$ cat src/rtl/ah_func_pkg.sv
// Shared types and constants for the ah_func issue scheduler and its FU.
package ah_func_pkg;
  localparam int FP_W            = 32;
  localparam int AH_FUNC_LATENCY = 64;

  typedef logic [FP_W-1:0] fp32_t;
endpackage

$ cat src/rtl/ah_sync_fifo.sv
// In-order synchronous FIFO with a registered head word. A write into an
// empty FIFO becomes visible on the head one cycle later (no write-through).
module ah_sync_fifo
  import ah_func_pkg::*;
#(
  parameter int WIDTH = FP_W,
  parameter int DEPTH = 128
) (
  input  logic                       clk,
  input  logic                       reset_n,
  input  logic                       wr_en_i,
  input  logic [WIDTH-1:0]           wr_data_i,
  input  logic                       rd_en_i,
  output logic [WIDTH-1:0]           rd_data_o,
  output logic                       valid_o,
  output logic [$clog2(DEPTH+1)-1:0] count_o
);
  localparam int AW = $clog2(DEPTH);
  localparam int CW = $clog2(DEPTH + 1);
  localparam logic [CW-1:0] ONE_C  = CW'(1);
  localparam logic [CW-1:0] FULL_C = CW'(DEPTH);

  logic [WIDTH-1:0] mem_q [DEPTH];
  logic [WIDTH-1:0] head_q;
  logic [AW-1:0]    wr_ptr_q, wr_ptr_d;
  logic [AW-1:0]    rd_ptr_q, rd_ptr_d;
  logic [CW-1:0]    count_q, count_d;
  logic             rd_fire, head_from_wr, head_from_mem, mem_wr;

  // Entries behind the head live in mem_q; the head is refilled from mem_q
  // when popped, or straight from the write port when nothing is queued.
  always_comb begin
    rd_fire       = rd_en_i && (count_q != '0);
    head_from_wr  = wr_en_i && ((count_q == '0) || ((count_q == ONE_C) && rd_fire));
    head_from_mem = rd_fire && (count_q > ONE_C);
    mem_wr        = wr_en_i && !head_from_wr;
    wr_ptr_d      = mem_wr ? wr_ptr_q + 1'b1 : wr_ptr_q;
    rd_ptr_d      = head_from_mem ? rd_ptr_q + 1'b1 : rd_ptr_q;
    count_d       = count_q;
    if (wr_en_i && !rd_fire) begin
      count_d = count_q + ONE_C;
    end else if (!wr_en_i && rd_fire) begin
      count_d = count_q - ONE_C;
    end
  end

  always_ff @(posedge clk) begin
    if (!reset_n) begin
      head_q   <= '0;
      wr_ptr_q <= '0;
      rd_ptr_q <= '0;
      count_q  <= '0;
    end else begin
      if (head_from_mem) begin
        head_q <= mem_q[rd_ptr_q];
      end else if (head_from_wr) begin
        head_q <= wr_data_i;
      end
      wr_ptr_q <= wr_ptr_d;
      rd_ptr_q <= rd_ptr_d;
      count_q  <= count_d;
    end
  end

  always_ff @(posedge clk) begin
    if (mem_wr) begin
      mem_q[wr_ptr_q] <= wr_data_i;
    end
  end

  always_ff @(posedge clk) begin
    if (reset_n) begin
      assert (!(wr_en_i && (count_q == FULL_C) && !rd_fire));
    end
  end

  assign rd_data_o = head_q;
  assign valid_o   = (count_q != '0);
  assign count_o   = count_q;
endmodule

$ cat src/rtl/ah_func_sched.sv
// Issue scheduler for the fixed-latency ah_func_instr FU: tracks in-flight
// ops with a tag pipeline and reserves result FIFO space with a credit count.
module ah_func_sched
  import ah_func_pkg::*;
#(
  parameter int LATENCY    = AH_FUNC_LATENCY,
  parameter int FIFO_DEPTH = 128
) (
  input  logic  clk,
  input  logic  reset_n,
  input  logic  in_valid,
  output logic  in_ready,
  input  fp32_t dataa,
  input  fp32_t datab,
  output logic  out_valid,
  input  logic  out_ready,
  output fp32_t result,
  output fp32_t fu_dataa,
  output fp32_t fu_datab,
  input  fp32_t fu_result
);
  localparam int OCC_W = $clog2(FIFO_DEPTH + 1);
  localparam logic [OCC_W-1:0] DEPTH_C = OCC_W'(FIFO_DEPTH);
  localparam logic [OCC_W-1:0] ONE_C   = OCC_W'(1);

  logic             reset_n_q;
  logic [LATENCY:0] tag_q, tag_d;
  logic [OCC_W-1:0] occ_q, occ_d;
  fp32_t            fu_dataa_q, fu_datab_q;
  logic             accept, pop;
  logic [OCC_W-1:0] fifo_count;

  assign accept = in_valid && in_ready;
  assign pop    = out_valid && out_ready;
  // A pop in the same cycle frees a credit, so a full scheduler can still accept.
  assign in_ready = reset_n_q && ((occ_q < DEPTH_C) || pop);

  assign tag_d[0] = accept;
  for (genvar gi = 1; gi <= LATENCY; gi++) begin : g_tag
    assign tag_d[gi] = tag_q[gi-1];
  end

  always_comb begin
    occ_d = occ_q;
    case ({accept, pop})
      2'b10:   occ_d = occ_q + ONE_C;
      2'b01:   occ_d = occ_q - ONE_C;
      default: occ_d = occ_q;
    endcase
  end

  always_ff @(posedge clk) begin
    if (!reset_n) begin
      reset_n_q  <= 1'b0;
      tag_q      <= '0;
      occ_q      <= '0;
      fu_dataa_q <= '0;
      fu_datab_q <= '0;
    end else begin
      reset_n_q <= 1'b1;
      tag_q     <= tag_d;
      occ_q     <= occ_d;
      if (accept) begin
        fu_dataa_q <= dataa;
        fu_datab_q <= datab;
      end
    end
  end

  always_ff @(posedge clk) begin
    if (reset_n_q) begin
      assert (fifo_count <= occ_q);
    end
  end

  assign fu_dataa = fu_dataa_q;
  assign fu_datab = fu_datab_q;

  ah_sync_fifo #(
    .WIDTH (FP_W),
    .DEPTH (FIFO_DEPTH)
  ) u_fifo (
    .clk       (clk),
    .reset_n   (reset_n),
    .wr_en_i   (tag_q[LATENCY]),
    .wr_data_i (fu_result),
    .rd_en_i   (out_ready),
    .rd_data_o (result),
    .valid_o   (out_valid),
    .count_o   (fifo_count)
  );
endmodule

$ cat config.mk
export PLATFORM = sky130hd
export DESIGN_NAME = ah_func_sched
export DESIGN_NICKNAME = d
export VERILOG_FILES = /design/src/rtl/ah_func_pkg.sv /design/src/rtl/ah_sync_fifo.sv /design/src/rtl/ah_func_sched.sv
export SDC_FILE = /design/constraint.sdc
export NUM_CORES = 2
export LEC_CHECK = 0
export CORE_UTILIZATION = 56
export CTS_CLUSTER_SIZE = 14
export DETAILED_ROUTE_END_ITERATION = 16
export PLACE_DENSITY = 0.75
export SLEW_MARGIN = 20
export SYNTH_ARGS = -nofsm -noshare
export SYNTH_HDL_FRONTEND = slang
export SYNTH_SLANG_ARGS = --single-unit
$ cat constraint.sdc
create_clock -name clk -period 3.8 [get_ports clk]
set_clock_uncertainty 0.2 [all_clocks]
set_input_delay 0.76 -clock clk [delete_from_list [all_inputs] [get_ports clk]]
set_output_delay 0.76 -clock clk [all_outputs]
set_load 0.02 [all_outputs]
==> impl_metrics.csv <==
group,metric,value,unit
final_layout,drive_gt1_share,28.6,%
timing,hold_slack,0.0619,ns
die,rows,198,
place,gp_congestion,0.978,
setup_path,start_kind,"register",
timing,finalCritPeriodShare,98.9,%
setup_path,crit_top_cell,"buf_4",
timing,slew-limit-headroom,16.2,%
clocking,cts-root-buf,"clkbuf_16",
setup_path,worstPathMaxFanout,19,
setup_path,crit_family,"simple AND/OR/NAND/NOR gates",
timing,setup_tns,0,ns
setup_path,cp.arrival,4.36,ns
detailed_routing,firstDrtPassIters,8,
timing,fmax,266,MHz
synthesis,yosysSeqAreaShare,77.5,%
synthesis,synth_compound_area_share,3.26,%
detailed_routing,dr.first_iter.drc_count,15800,
global_route,grt_usage,32.5,%
synthesis,yosysWarnings,0,
pwr,leakage,59.8,nW
timing,tightest_slew,1.26,ns
place,dpl.cell_count,12200,
clocking,worst_setup_hold_path_clk_slew,0.06,ns
detailed_routing,drcViolationCount,0,
global_route,grt_pass1_vias,86900,
synthesis,yosys-mux-area-fraction,14.9,%
setup_path,crit_type,"reg2reg",
synthesis,synthArstFlopShare,0,%
pwr,peakVddDrop,0.437,mV
detailed_routing,ant_nets,0,
final_layout,fillers,17700,
die,core,291000,µm²
die,die_h,543,µm
detailed_routing,wl,480000,µm
place,hpwlAfterDp,300000,µm
final_layout,nets,8865,
clocking,numCtsBuffers,417,
detailed_routing,wire_per_inst,36.9,µm
clocking,clock_latency,0.99,ns
synthesis,synth_fp_nets,7827,
timing,maxSlewViolCount,0,
setup_path,critical-path-max-stage-delay,0.90,ns
synthesis,synthSimpleGateAreaFrac,2.43,%
min_path,min_path_type,"in2reg",
synthesis,synth_top_family_by_area,"multiplexers",
detailed_routing,vias,89100,
die,die_w,543,µm
place,io_buffer_count,197,
synthesis,synthAdderAreaFrac,0.112,%
setup_path,worst-path-buf-inv,3,
timing,report.final.hold_viol_count,0,
run,max-cap-violations,0,
synthesis,synthesis.area,164000,µm²
die,io_pins,198,
final_layout,final_common_cell,"edfxtp_1",
detailed_routing,routed_via_density,6.85,
die,dieArea,295000,µm²
clocking,cts_max_level,5,
setup_path,crit_path_cell_trace,"nand4b_1, buf_4, o22ai_1, buf_4, nor4_1, buf_4, o211ai_1, o221ai_1",
run_status,status,"finished clean",
timing,rsz0062_at_grt,"false",
clocking,cts_setup_buffers,0,
timing,min_period,3.76,ns
global_route,grt_pass1_wl,665000,µm
synthesis,synthFlopType,"edfxtp_1",
clocking,cts_tree,"yes",
synthesis,synth-edff-count,4096,
final_layout,fin_util,66.4,%
die,start_util,56.3,%
synthesis,syn_area_per_cell,21.2,µm²
final_layout,final_cell_mix,"edfxtp_1 (4,096), mux4_2 (900), buf_4 (584), clkbuf_16 (417), mux2i_1 (375)",
pwr,power_density,492,nW/µm²
clocking,cts.sinks,4295,
global_route,antenna_found_initial,39,
setup_path,worst_path_max_delay_cell,"dfxtp_2",
synthesis,synth.distinct_cells,75,
setup_path,critPathCaptureType,"register",
final_layout,fin_cells,13000,
setup_path,required,4.40,ns
final_layout,syn_to_final_growth,17.8,%
synthesis,synth_xor_area_share,0.107,%
global_route,grt_max_degree,96,
clocking,cts_buffer_depth,4,
timing,setup_viol,0,
synthesis,syn_inst,7713,
synthesis,ys_ff_latch,4295,
global_route,overflow,0,
[state kept, by name (all words and copies together) (netlist names), named ones only]
register and count:
u_fifo.rd_ptr_q 7, occ_q 8, reset_n_q 1, u_fifo.mem_q 4096
fu_dataa 32, u_fifo.wr_ptr_q 7, tag_q 65, u_fifo.rd_data_o 32
fu_datab 32, u_fifo.count_o 8
[logic make-up (layout without fill, tap and decap cells)]
family / Yosys count / in the layout
other: 0 / 8
adders and majority gates: 14 / 14
buffers and inverters: 446 / 1837
DFF: 4295 / 4295
AOI/OAI and AO/OA: 788 / 788
and+or+nand+nor: 851 / 851
muxes: 1299 / 1299
xor gates and xnor gates: 20 / 20
[cell type report]
cell class	instances	area [µm²]	share of cell area, %
tap	3900	4880	2.53
timing repair buffer	1050	12100	6.25
clock buffer	499	10800	5.61
multi-input combinational	2972	35100	18.2
antenna	8	20.0	0.0104
clock inverter	273	3000	1.55
inverter	15	62.6	0.0324
sequential	4295	127000	65.8
[worst paths after layout]
path / startpoint / endpoint / slack (ns) / depth (start not counted)
max: register / u_fifo.rd_data_o[12]$_SDFFE_PN0P_ / 0.04 / 8
min reg2reg: tag_q[14]$_SDFF_PN0_ / tag_q[15]$_SDFF_PN0_ / 0.22 / 1
max reg2reg: register / u_fifo.rd_data_o[12]$_SDFFE_PN0P_ / 0.04 / 8
min: fu_result[23] / u_fifo.mem_q[33][23]$_DFFE_PP_ / 0.06 / 1
[routing by layer]
metal	track usage, %	vias up	wire length (µm)
li1	-	34400	-
met4	16.6	32	29100
met5	0	-	218
met3	9.75	1252	69400
met1	43.2	45900	164000
met2	49.2	7554	218000
[cell usage after synthesis (all sizes together) (36+ instances only)]
cell | count | area (µm²)
buf | 283 | 2140
mux2i | 375 | 3750
a211oi | 39 | 293
o221ai | 36 | 315
a22oi | 187 | 1400
nand3 | 88 | 440
dfxtp | 199 | 3980
nor2 | 219 | 827
edfxtp | 4096 | 123000
nand4 | 43 | 269
clkbuf | 148 | 559
o22ai | 144 | 901
mux4 | 907 | 20500
o21ai | 76 | 380
nand2 | 277 | 1040
and2 | 92 | 576
a21oi | 157 | 786
[through the flow]
stage / worst slack, ns / instance area [µm²] / power (mW)
5_1_grt: 0.0234 / 193000 / 96.9
2_1_floorplan: -0.0504 / 164000 / 53.0
6_report: 0.0426 / 193000 / 95.0
4_1_cts: 0.0900 / 193000 / 95.1
3_3_place_gp: -0.346 / 179000 / 54.1
3_5_place_dp: -0.250 / 179000 / 54.2
[what timing repair did]
| action | CTS | global route |
|---|---|---|
| endpoints found under the hold margin | 8 | 0 |
| hold buffers | 1 | 0 |
| endpoints found under the setup margin | 0 | 1 |
| resized for setup | 0 | 2 |
[report_power, final]
| group | internal (mW) | switching, mW |
|---|---|---|
| clock | 23.6 | 18.2 |
| combinational | 0.252 | 1.14 |
| sequential | 51.8 | 0.0189 |
| total | 75.7 | 19.3 |
[worst reg2reg max path: stages, from the launching register on]
cell      delay, ns
dfxtp_2        0.90
nand4b_1       0.92
buf_4          0.46
o22ai_1        0.29
buf_4          0.20
nor4_1         0.06
buf_4          0.21
o211ai_1       0.18
o221ai_1       0.20
(Power assumes the default switching activity.)
